### src/rtl/nfc_pkg.sv
// nfc_pkg: shared state encoding and word width for the NAND flash scrambler.
package nfc_pkg;
  localparam int NFC_WORD_W = 16;
  typedef enum logic [1:0] {IDLE = 2'd0, SEED = 2'd1, RUN = 2'd2, DRAIN = 2'd3} state_t;
endpackage

### src/rtl/nfc_out_reg.sv
// nfc_out_reg: one-entry valid/ready output register, no bubbles under continuous flow.
module nfc_out_reg
  import nfc_pkg::*;
(
  input  logic                  clk,
  input  logic                  rst,
  input  logic                  i_clr,
  input  logic                  i_load,
  input  logic [NFC_WORD_W-1:0] i_data,
  input  logic                  i_ready,
  output logic                  o_valid,
  output logic [NFC_WORD_W-1:0] o_data
);
  logic                  r_valid;
  logic [NFC_WORD_W-1:0] r_data;
  always_ff @(posedge clk) begin
    if (rst) begin
      r_valid <= 1'b0;
      r_data  <= '0;
    end else if (i_clr) begin
      r_valid <= 1'b0;
    end else if (i_load) begin
      r_valid <= 1'b1;
      r_data  <= i_data;
    end else if (i_ready) begin
      r_valid <= 1'b0;
    end
  end
  assign o_valid = r_valid;
  assign o_data  = r_data;
endmodule

### src/rtl/nfc_rng_scrambler.sv
// nfc_rng_scrambler: seeds the randomizer per page and XORs each data word with its output.
module nfc_rng_scrambler
  import nfc_pkg::*;
#(
  parameter int LEN_W = 12
) (
  input  logic                  clk,
  input  logic                  rst,
  input  logic                  start,
  input  logic                  abort,
  input  logic                  bypass,
  input  logic [LEN_W-1:0]      word_len,
  input  logic                  s_valid,
  output logic                  s_ready,
  input  logic [NFC_WORD_W-1:0] s_data,
  output logic                  m_valid,
  input  logic                  m_ready,
  output logic [NFC_WORD_W-1:0] m_data,
  output logic                  rng_en,
  output logic                  rng_rd,
  input  logic [NFC_WORD_W-1:0] rng_dat,
  output logic                  busy,
  output logic                  done
);
  state_t          r_state;
  logic [LEN_W-1:0] r_remain;
  logic            r_bypass;
  logic            r_rng_en;
  logic            r_done;
  logic            w_room;
  logic            w_acc;
  logic [NFC_WORD_W-1:0] w_data;
  assign w_room  = !m_valid | m_ready;
  assign s_ready = (r_state == RUN) & w_room & (r_remain != '0);
  assign w_acc   = s_valid & s_ready;
  assign rng_rd  = w_acc & !r_bypass;
  assign w_data  = s_data ^ (r_bypass ? '0 : rng_dat);
  assign busy    = r_state != IDLE;
  assign rng_en  = r_rng_en;
  assign done    = r_done;
  always_ff @(posedge clk) begin
    if (rst) begin
      r_state  <= IDLE;
      r_remain <= '0;
      r_bypass <= 1'b0;
      r_rng_en <= 1'b0;
      r_done   <= 1'b0;
    end else begin
      r_done <= 1'b0;
      if (abort) begin
        r_state  <= IDLE;
        r_remain <= '0;
        r_rng_en <= 1'b0;
      end else begin
        case (r_state)
          IDLE: if (start) begin
            if (word_len != '0) begin
              r_remain <= word_len;
              r_bypass <= bypass;
              r_rng_en <= 1'b1;
              r_state  <= SEED;
            end else begin
              r_done <= 1'b1;
            end
          end
          SEED: r_state <= RUN;
          RUN: if (w_acc) begin
            r_remain <= r_remain - LEN_W'(1);
            if (r_remain == LEN_W'(1)) r_state <= DRAIN;
          end
          DRAIN: if (w_room) begin
            r_done   <= 1'b1;
            r_rng_en <= 1'b0;
            r_state  <= IDLE;
          end
          default: r_state <= IDLE;
        endcase
      end
    end
  end
  nfc_out_reg u_out (
    .clk     (clk),
    .rst     (rst),
    .i_clr   (abort),
    .i_load  (w_acc),
    .i_data  (w_data),
    .i_ready (m_ready),
    .o_valid (m_valid),
    .o_data  (m_data)
  );
endmodule

### config.mk
export PLATFORM = sky130hd
export DESIGN_NAME = nfc_rng_scrambler
export DESIGN_NICKNAME = d
export VERILOG_FILES = /design/src/rtl/nfc_pkg.sv /design/src/rtl/nfc_out_reg.sv /design/src/rtl/nfc_rng_scrambler.sv
export SDC_FILE = /design/constraint.sdc
export NUM_CORES = 1
export LEC_CHECK = 0
export CORE_UTILIZATION = 25
export DETAILED_ROUTE_END_ITERATION = 10
export PLACE_DENSITY_LB_ADDON = 0.25
export SLEW_MARGIN = 20
export SYNTH_ARGS = -nofsm -noshare
export SYNTH_HDL_FRONTEND = slang
export SYNTH_SLANG_ARGS = --single-unit
### constraint.sdc
create_clock -name clk -period 4.1 [get_ports clk]
set_input_delay 0.41 -clock clk [delete_from_list [all_inputs] [get_ports clk]]
set_output_delay 0.41 -clock clk [all_outputs]
set_load 0.005 [all_outputs]
==> Word level (Yosys, flattened, before mapping) <==
Index checks and enable logic that the tools add are counted.
{ "op_classes": {"muxes": 21, "n_lt_le_gt_ge": 0, "n_eq_ne": 9, "addsub": 1, "n_div": 0, "multipliers": 0, "n_shift": 0, "reduce_logical": 15, "n_bitwise": 7} }
{ "ops": {"columns": ["operator", "count"], "rows": [
  ["$mux 12", 3],
  ["$pmux 12 s2", 1],
  ["$reduce_bool 12->1", 2],
  ["$mux 16", 1],
  ["$xor 16x16->16", 1],
  ["$eq 12x1->1 const B", 1],
  ["$reduce_and 4->1", 3],
  ["$sub 12x1->12 const B", 1],
  ["$mux 2", 5],
  ["$mux 1", 8],
  ["$ne 2x2->1 const B", 4],
  ["$pmux 2 s4", 1],
  ["$reduce_bool 2->1", 4],
  ["$reduce_and 5->1", 1],
  ["$and 1x1->1", 4],
  ["$eq 2x2->1 const B", 2],
  ["$pmux 1 s2", 2],
  ["$eq 2x1->1 const B", 1],
  ["$logic_not 1->1", 2],
  ["$logic_not 2->1", 1],
  ["$ne 2x1->1 const B", 1],
  ["$reduce_and 2->1", 1],
  ["$reduce_or 2->1", 1],
  ["$not 1->1", 1],
  ["$or 1x1->1", 1]
]} }
{ "word_totals": {"latchBits": 0, "mem_bits_rw": 0, "output_inout_bits": 22, "ff_bits": 34, "mem_bits_ro": 0, "word_cells": 60, "in_bits": 51, "mem_count": 0} }

==> Depth between registers and ports, before layout <==
Gate-level depths: netlist (run 1).
{ "logic_depth": {"ltp_word": 7, "mapped_depth": 9} }

==> Cells and area by module <==
A second synthesis (run 1) with hierarchy kept.
{ "unflattened": {"hier_cells": 268, "area_unflattened_um2": 2309.7} }
{ "modules_own_cells": {"columns": ["mod", "n_inst", "cells_each", "area_per_inst_um2"], "rows": [
  ["nfc_rng_scrambler", 1, 193, 1503.9],
  ["nfc_out_reg", 1, 75, 805.8]
]} }

==> Worst setup path before layout (run 1) <==
OpenSTA, ideal clock, no wires.
{ "synth_path": {"path_kind": "in2reg", "start": "in word_len[2]", "end": "reg r_state[0]", "slack_ns": 2.224, "stages": 5, "setup_time_ns": 0.131, "t_arrival_ns": 1.745, "n_path_buf": 0, "cell_sequence": "or4_4 -> o31ai_1 -> a221o_2 -> o21ai_0 -> nor3b_2"} }
{ "synth_between": {"elab_chain_len": 3} }
{ "synth_rtl": {"columns": ["item", "line", "source"], "rows": [
  ["start, declared", "nfc_rng_scrambler.sv:12", "input logic [LEN_W-1:0] word_len,"],
  ["$reduce_bool 12->1", "nfc_rng_scrambler.sv:57", "if (word_len != '0) begin"],
  ["$ne 2x2->1 (no line)", null, null],
  ["$reduce_and 5->1 (no line)", null, null],
  ["end signal, assigned", "nfc_rng_scrambler.sv:61", "r_state <= SEED;"],
  ["end signal, assigned", "nfc_rng_scrambler.sv:66", "SEED: r_state <= RUN;"],
  ["end signal, assigned", "nfc_rng_scrambler.sv:69", "if (r_remain == LEN_W'(1)) r_state <= DRAIN;"],
  ["end, declared", "nfc_rng_scrambler.sv:25", "state_t r_state;"]
]} }
Every way passes these cells.
A chain may end at the register's enable or synchronous reset.

==> Final worst setup path (run 1) <==
{ "layout_path": {"start": "reg r_state[0]", "end": "out rng_rd"} }
{ "layout_between": {"elab_chain_len": 5} }
{ "layout_rtl": {"columns": ["item", "line", "source"], "rows": [
  ["start signal, assigned", "nfc_rng_scrambler.sv:43", "r_state <= IDLE;"],
  ["start signal, assigned", "nfc_rng_scrambler.sv:51", "r_state <= IDLE;"],
  ["start signal, assigned", "nfc_rng_scrambler.sv:61", null],
  ["$eq 2x2->1", "nfc_rng_scrambler.sv:34", "assign s_ready = (r_state == RUN) & w_room & (r_remain != '0);"],
  ["$and 1x1->1 (2 in series)", "nfc_rng_scrambler.sv:34", null],
  ["$and 1x1->1", "nfc_rng_scrambler.sv:35", "assign w_acc = s_valid & s_ready;"],
  ["$and 1x1->1", "nfc_rng_scrambler.sv:36", "assign rng_rd = w_acc & !r_bypass;"],
  ["end, declared", "nfc_rng_scrambler.sv:20", "output logic rng_rd,"]
]} }
Every way passes these cells.

==> summary.txt, run 1 <==
Pwr/cell area: 271 nW/um^2
CTS Buf Count: 5
Clock transition at path regs: 80 ps
Maxcap violations: 0
Leakage: 0.00103 uW
Main synth FF type: dfxtp_1
Hold crit path type: reg -> reg
Port Buffers: 72
Post-Route WL: 5630 um
Worst Clk Skew: 6.53 ps
Cell taking the most area after synthesis: dfxtp_1
Max Slew Vio Count: 0
Async set or reset register ratio after synthesis: 0
Flops & latches, synth: 34
Root Driver: clkbuf_8
CTS tree: yes
Vias/cell: 4.71
Cts repair resizes: 0
Largest stage delay on the critical path: 680 ps
Pre-Repair DR Iteration Count: 4
Vias: 1,948
CP required: 3690 ps
Distinct cells, synth: 43
Row cnt: 32
Antenna-violating nets left: 0
Hold Crit Depth: 2
Die Y: 93.3 um
Critical Path Sink Type: primary output
CP Cell Sequence: inv_1 > ha_1 > inv_1 > nor2_1 > nand3_1 > nor2_1 > clkdlybuf4s50_1
Layout cell share with drive strength beyond 1: 0.0801
Global-route wire length before repair: 9290 um
EDFF count, synth: 0
Syn_nets: 303
Setup tns final: 0 ps
RSZ-0062 raised after global routing: no
Count of final setup violators: 0
Fin. Hold Viols: 0
FMAX: 299 MHz
Initial antenna violation count: 0
Mapped Area: 2080 sq um
CTS Sinks: 34
Die width: 93.3 um
Crit path launch: r_state[0]
Clock buffer depth: 2
Synth warnings: 0
Crit path time final: 3340 ps
WP data arrival: 2930 ps
Die area: 8700 sq um
Ant diodes: 0
Worst setup path category: reg -> out
Share of the synthesized area in the top cell type: 0.327
Dominant cells by area after synthesis: dfxtp_1, xnor2_1, a211oi_1
Total Routing Usage GR: 0.137
Fin util: 0.371
Htree depth: 2
Total gr overflow: 0
Reg-to-reg critical path endpoint: u_out.o_data[0]
FF-to-FF setup slack: 1390 ps
DRC: 0
Launch point of the worst hold path: r_remain[11]
DP Area: 2830 sq um
Largest fanout on the critical path: 21
Fin nets: 368
Critical path launch point type: flip-flop
Starting DRT DRC Count: 124
Status: complete, no violations
I/O pin cnt: 73
Seq/Total Area, Yosys: 0.327
CTS Hold Bufs: 0
Crit-path slowest cell: ha_1
Initial Utilization: 0.264
Slew headroom: 0.291
Worst r2r path cells: 8
Syn Inst Count: 246
Vias in the first global route: 1,869
Post-DP HPWL: 4280 um
Hold endpoint: r_remain[11]
GP Congestion: 0.782
R2r startpoint: r_state[0]
Slew @ Worst Pin: 1060 ps
Clock latency on the worst-skew pair: 290 ps
Core Area: 7890 sq um
Post-CTS setup repair buffer count: 0
Final instance area: 2930 sq um
Average cell area after synthesis: 8.46 sq um
Maximum vdd drop: 0.114 mV
WL/cell: 13.6 um
Area delta synth->final: 40.7%
Final period utilization: 0.815
Pin count of the biggest net entering global routing: 33
## synth_stat cells (5+ instances only)
| cell | count |
|---|---|
| a211oi_1 | 17 |
| a21oi_1 | 17 |
| and3_1 | 5 |
| clkbuf_1 | 8 |
| dfxtp_1 | 34 |
| ha_1 | 6 |
| inv_1 | 7 |
| nand2_1 | 21 |
| nor2_1 | 31 |
| nor2b_1 | 17 |
| nor3_1 | 6 |
| o32ai_1 | 9 |
| xnor2_1 | 16 |
## layout make-up
cell class              count  area, sq um
inverters                   7         26.3
multi-input cells         190         1270
fillers                   804         4960
clock buffers               6         82.6
repair buffers             73          728
clock inverters             2         12.5
well taps                 102          128
flip-flops and latches     34          681
## critical path: cells and delay by family (launching register included)
family        cells  cell delay, ps
fa+ha+maj         1             680
buf+inv           3            1070
flops             1             320
simple gates      3             560
## logic make-up after synthesis
| group | synth area share |
|---|---|
| simple gates | 0.255 |
| fa+ha+maj | 0.0361 |
| xor+xnor | 0.0673 |
| buf+inv | 0.0625 |
| flops | 0.327 |
| compound gates | 0.233 |
| mux | 0.0192 |
## layout by cell type (no fill, tap or decap), types with 3 or more instances in the layout
cell type / instances
clkdlybuf4s50_1: 72
dfxtp_1: 34
nor2_1: 31
nand2_1: 21
nor2b_1: 17
a211oi_1: 17
a21oi_1: 17
xnor2_1: 16
o32ai_1: 9
inv_1: 7
nor3_1: 6
ha_1: 6
clkbuf_8: 6
and3_1: 5
mux2i_1: 4
or3_1: 4
and2_1: 3
nand3_1: 3
or4_4: 3
o31ai_1: 3
## report_power, final
group          internal (uW)  total (uW)  switching (uW)
Sequential               338         347            9.47
Clock                    135         265             130
Combinational           98.6         182            83.7
## worst max path at each step
stage / end
floorplan: r_state[0]
global placement: rng_rd
detailed placement: rng_rd
CTS: rng_rd
global route: rng_rd
finish: rng_rd
## through the flow
| stage | power (uW) | hold WS (ps) | setup slack, ps | instances |
|---|---|---|---|---|
| after detailed placement | 537 | 479 | 1060 | 406 |
| after global placement | 536 | 477 | 1130 | 406 |
| final | 794 | 490 | 759 | 414 |
| after global routing | 837 | 502 | 484 | 414 |
| after CTS | 802 | 493 | 741 | 414 |
| after floorplan | 463 | 451 | 2220 | 246 |
## flip-flops by register name (all words and copies together) (netlist names)
name           count
u_out.o_data      16
u_out.o_valid      1
r_bypass           1
done               1
r_remain          12
rng_en             1
r_state            2
## layer usage
metal / GRT usage / wire [um]
met5: 0 / 0
met4: 0.0500 / 80
met3: 0.0293 / 253
met2: 0.227 / 2790
met1: 0.174 / 2510
Power figures use the tool's default switching activity.
==> inputs of run 2 (changes only) <==
==> constraint.sdc (replaced) <==
create_clock -name clk -period 3.42 [get_ports clk]
set_input_delay 0.342 -clock clk [delete_from_list [all_inputs] [get_ports clk]]
set_output_delay 0.342 -clock clk [all_outputs]
set_load 0.005 [all_outputs]
==> summary.txt, run 2 (synthesized netlist as in run 1, its figures left out) <==
Status: complete, no violations
Crit path launch: r_remain[8]
Post-Route WL: 5710 um
FF-to-FF setup slack: 1250 ps
Critical path launch point type: flip-flop
Worst r2r path cells: 8
Fin nets: 371
Worst setup path category: reg -> out
Crit path time final: 2600 ps
M1 WL: 2620 um
WP data arrival: 2250 ps
Worst Clk Skew: 10.9 ps
Htree depth: 2
Vias: 1,984
Vias/cell: 4.76
Ant diodes: 0
Final period utilization: 0.759
CTS Sinks: 34
RSZ-0062 raised after global routing: no
Post-DP HPWL: 4340 um
DRC: 0
Clock latency on the worst-skew pair: 290 ps
Critical path endpoint: rng_rd
CTS tree: yes
Global-route wire length before repair: 9350 um
Count of final setup violators: 0
GP Congestion: 0.837
Hold crit path type: reg -> reg
Total gr overflow: 0
Maximum vdd drop: 0.145 mV
Final Hold Slack: 486 ps
CTS Hold Bufs: 0
Row cnt: 32
Max Slew Vio Count: 0
Antenna-violating nets left: 0
Root Driver: clkbuf_8
CP required: 3080 ps
Initial antenna violation count: 0
Vias in the first global route: 1,862
Layout cell share with drive strength beyond 1: 0.0889
Pin count of the biggest net entering global routing: 33
I/O pin cnt: 73
Fin. Hold Viols: 0
Cts repair resizes: 0
DR top layer: met4
Largest fanout on the critical path: 6
WL/cell: 13.7 um
Initial Utilization: 0.264
Die width: 93.3 um
Slew @ Worst Pin: 714 ps
Reg-to-reg critical path endpoint: r_remain[1]
FMAX: 385 MHz
R2r startpoint: r_state[0]
Setup tns final: 0 ps
Port Buffers: 72
Area delta synth->final: 42.4%
Maxcap violations: 0
Die area: 8700 sq um
CTS Buf Count: 5
Metal3 WL: 218 um
Die Y: 93.3 um
Max FFs per register: 16
Clock buffer depth: 2
Clock transition at path regs: 70 ps
Commonest non-fill, non-tap cell in the layout: clkdlybuf4s50_1
Most frequent cells in the layout: clkdlybuf4s50_1, dfxtp_1, nor2_1
Met2 routed WL: 2780 um
Pwr/cell area: 341 nW/um^2
Leakage: 0.00106 uW
Total Routing Usage GR: 0.136
Pre-Repair DR Iteration Count: 4
Slew headroom: 0.522
Critical Path Sink Type: primary output
Starting DRT DRC Count: 139
Core Area: 7890 sq um
Post-CTS setup repair buffer count: 0
-- run 2: cell types whose count changed in the layout (fill, tap and decap cells not counted), sizes merged --
| cell | before | now |
|---|---|---|
| clkinv | 1 | 2 |
| buf | 1 | 4 |
| clkinvlp | 1 | 0 |
| clkbuf | 6 | 5 |
| bufinv | 0 | 1 |
-- run 2: per-stage QoR --
step	area [sq um]	setup slack, ps	std cells	total power (uW)	utilization
finish	2970	824	417	1010	0.376
global route	2970	577	417	1060	0.376
CTS	2970	830	417	1020	0.376
detailed placement	2860	962	409	646	0.362
global placement	2860	989	409	645	0.362
floorplan	2080	1600	246	555	-
-- run 2: power by group --
part           switching (uW)  internal [uW]  total (uW)
sequential               11.7            405         417
clock                     159            215         374
combinational             101            119         221
total                     272            739        1010
-- run 2: critical path, stage by stage (launching register included) --
cell and delay, ps:
dfxtp_1 360, nor4_1 520, nand4_1 270, nand3_1 250, nor2_1 60, clkdlybuf4s50_1 490
-- run 2: final cells by class --
type | count | area, sq um
clock buffer | 5 | 68.8
sequential | 34 | 681
fill | 825 | 4920
tap | 102 | 128
multi-input combinational | 190 | 1270
timing repair buffer | 76 | 751
inverter | 7 | 26.3
clock inverter | 3 | 40.0
-- run 2: worst min path at each step --
stage | start | end | cells after the start
5_1_grt | r_remain[10] | r_remain[10] | 2
6_report | r_remain[10] | r_remain[10] | 2
4_1_cts | r_remain[10] | r_remain[10] | 2
2_1_floorplan | r_remain[10] | r_remain[10] | 2
3_5_place_dp | r_remain[10] | r_remain[10] | 2
3_3_place_gp | r_remain[11] | r_remain[11] | 2
-- run 2: per-layer routing --
| metal | track usage | vias up |
|---|---|---|
| met2 | 0.214 | 48 |
| met1 | 0.183 | 907 |
| met4 | 0.0487 | 0 |
| li1 | - | 1022 |
| met5 | 0 | - |
| met3 | 0.0276 | 7 |
==> inputs of run 3 (changes only) <==
==> constraint.sdc (replaced) <==
create_clock -name clk -period 2.3 [get_ports clk]
set_input_delay 0.23 -clock clk [delete_from_list [all_inputs] [get_ports clk]]
set_output_delay 0.23 -clock clk [all_outputs]
set_load 0.005 [all_outputs]
==> summary.txt, run 3 (synthesized netlist as in run 1, its figures left out) <==
Status: complete, no violations
Pin count of the biggest net entering global routing: 33
Area of the multi-input gates: 1300 sq um
Pre-Repair DR Iteration Count: 4
Max Slew Vio Count: 0
FMAX: 465 MHz
Initial antenna violation count: 0
Worst setup path category: reg -> out
WL/cell: 13.6 um
Row cnt: 32
Max FFs per register: 16
Total gr overflow: 0
WP data arrival: 1920 ps
Slew headroom: 0.669
Reg-to-reg critical path endpoint: r_remain[11]
Layout cell share with drive strength beyond 1: 0.115
Slew @ Worst Pin: 495 ps
GP Congestion: 0.798
Count of final setup violators: 0
Crit path time final: 2150 ps
Vias/cell: 4.75
Die width: 93.3 um
Critical path launch point type: flip-flop
Port Buffers: 72
Root Driver: clkbuf_8
Clock latency on the worst-skew pair: 290 ps
RSZ-0062 raised after global routing: no
Core Area: 7890 sq um
Initial Utilization: 0.264
I/O pin cnt: 73
Die area: 8700 sq um
Post-DP HPWL: 4430 um
Overall Power: 1540 uW
DRC: 0
Hold crit path type: reg -> reg
CP required: 2070 ps
Register Area: 681 sq um
Htree depth: 2
CTS Hold Bufs: 0
Fin. Hold Viols: 0
CTS Buf Count: 5
Clock transition at path regs: 70 ps
Global-route wire length before repair: 9390 um
Fin nets: 378
Critical path endpoint: rng_rd
Antenna-violating nets left: 0
Setup tns final: 0 ps
Worst r2r path cells: 7
Fin util: 0.390
Maxcap violations: 0
Worst Clk Skew: 6.03 ps
Most frequent cells in the layout: clkdlybuf4s50_1, dfxtp_1, nor2_1
Crit path launch: r_remain[8]
FF-to-FF setup slack: 340 ps
Die Y: 93.3 um
Final period utilization: 0.934
Clock buffer depth: 2
Post-Route WL: 5760 um
Largest fanout on the critical path: 6
Pwr/cell area: 501 nW/um^2
Total Routing Usage GR: 0.139
CTS Sinks: 34
Leakage: 0.00110 uW
Critical Path Sink Type: primary output
Commonest non-fill, non-tap cell in the layout: clkdlybuf4s50_1
Maximum vdd drop: 0.210 mV
Fillers: 800
Vias in the first global route: 1,863
Vias: 2,008
Ant diodes: 0
Area delta synth->final: 47.7%
CTS tree: yes
R2r startpoint: r_remain[0]
Starting DRT DRC Count: 104
-- run 3: cell count changes in the layout (fill, tap and decap cells not counted), sizes merged --
| cell | delta |
|---|---|
| clkbuf | +1 |
| clkinv | -2 |
| buf | +7 |
-- run 3: worst min path at each step --
stage,from,depth (start not counted),end
after floorplan,bypass,2,r_bypass
after global placement,r_remain[9],2,r_remain[9]
after detailed placement,r_remain[11],2,r_remain[11]
after CTS,rng_en,2,rng_en
after global routing,u_out.o_data[3],2,u_out.o_data[3]
final,rng_en,2,rng_en
-- run 3: power breakdown --
part | switching (uW) | internal (uW)
combinational | 158 | 196
sequential | 15.5 | 603
clock | 222 | 347
total | 395 | 1150
-- run 3: layout make-up --
cell class / instances / share of cell area
multi-input cells: 190 / 0.423
clock buffers: 6 / 0.0269
well taps: 102 / 0.0415
flip-flops and latches: 34 / 0.221
repair buffers: 83 / 0.269
clock inverters: 1 / 0.00976
inverters: 7 / 0.00854
-- run 3: routing by layer --
| layer | share of wire | wire, um | vias to the layer above | track usage |
|---|---|---|---|---|
| li1 | - | - | 1039 | - |
| met1 | 0.44 | 2540 | 910 | 0.191 |
| met2 | 0.50 | 2870 | 53 | 0.216 |
| met3 | 0.045 | 258 | 6 | 0.0252 |
| met4 | 0.016 | 92 | 0 | 0.0500 |
| met5 | 0 | 0 | - | 0 |
-- run 3: critical path, stage by stage (launching register included) --
cell	delay [ps]
dfxtp_1	380
nor4_4	360
nand4_1	210
nand3_1	160
nor2_1	50
clkdlybuf4s50_1	460
-- run 3: stage by stage --
step,instance area (sq um),hold WS (ps),cells,worst slack (ps)
after floorplan,2080,377,246,479
after global placement,2930,477,416,90.0
after detailed placement,2930,486,416,21.8
after CTS,3050,500,423,23.0
after global routing,3080,524,423,3.18
final,3080,497,423,151
-- run 3: what timing repair did --
item | CTS | global route
endpoints found under the setup margin | 2 | 2
setup buffers | 0 | 0
pin swaps | 0 | 0
gates resized for setup | 1 | 4
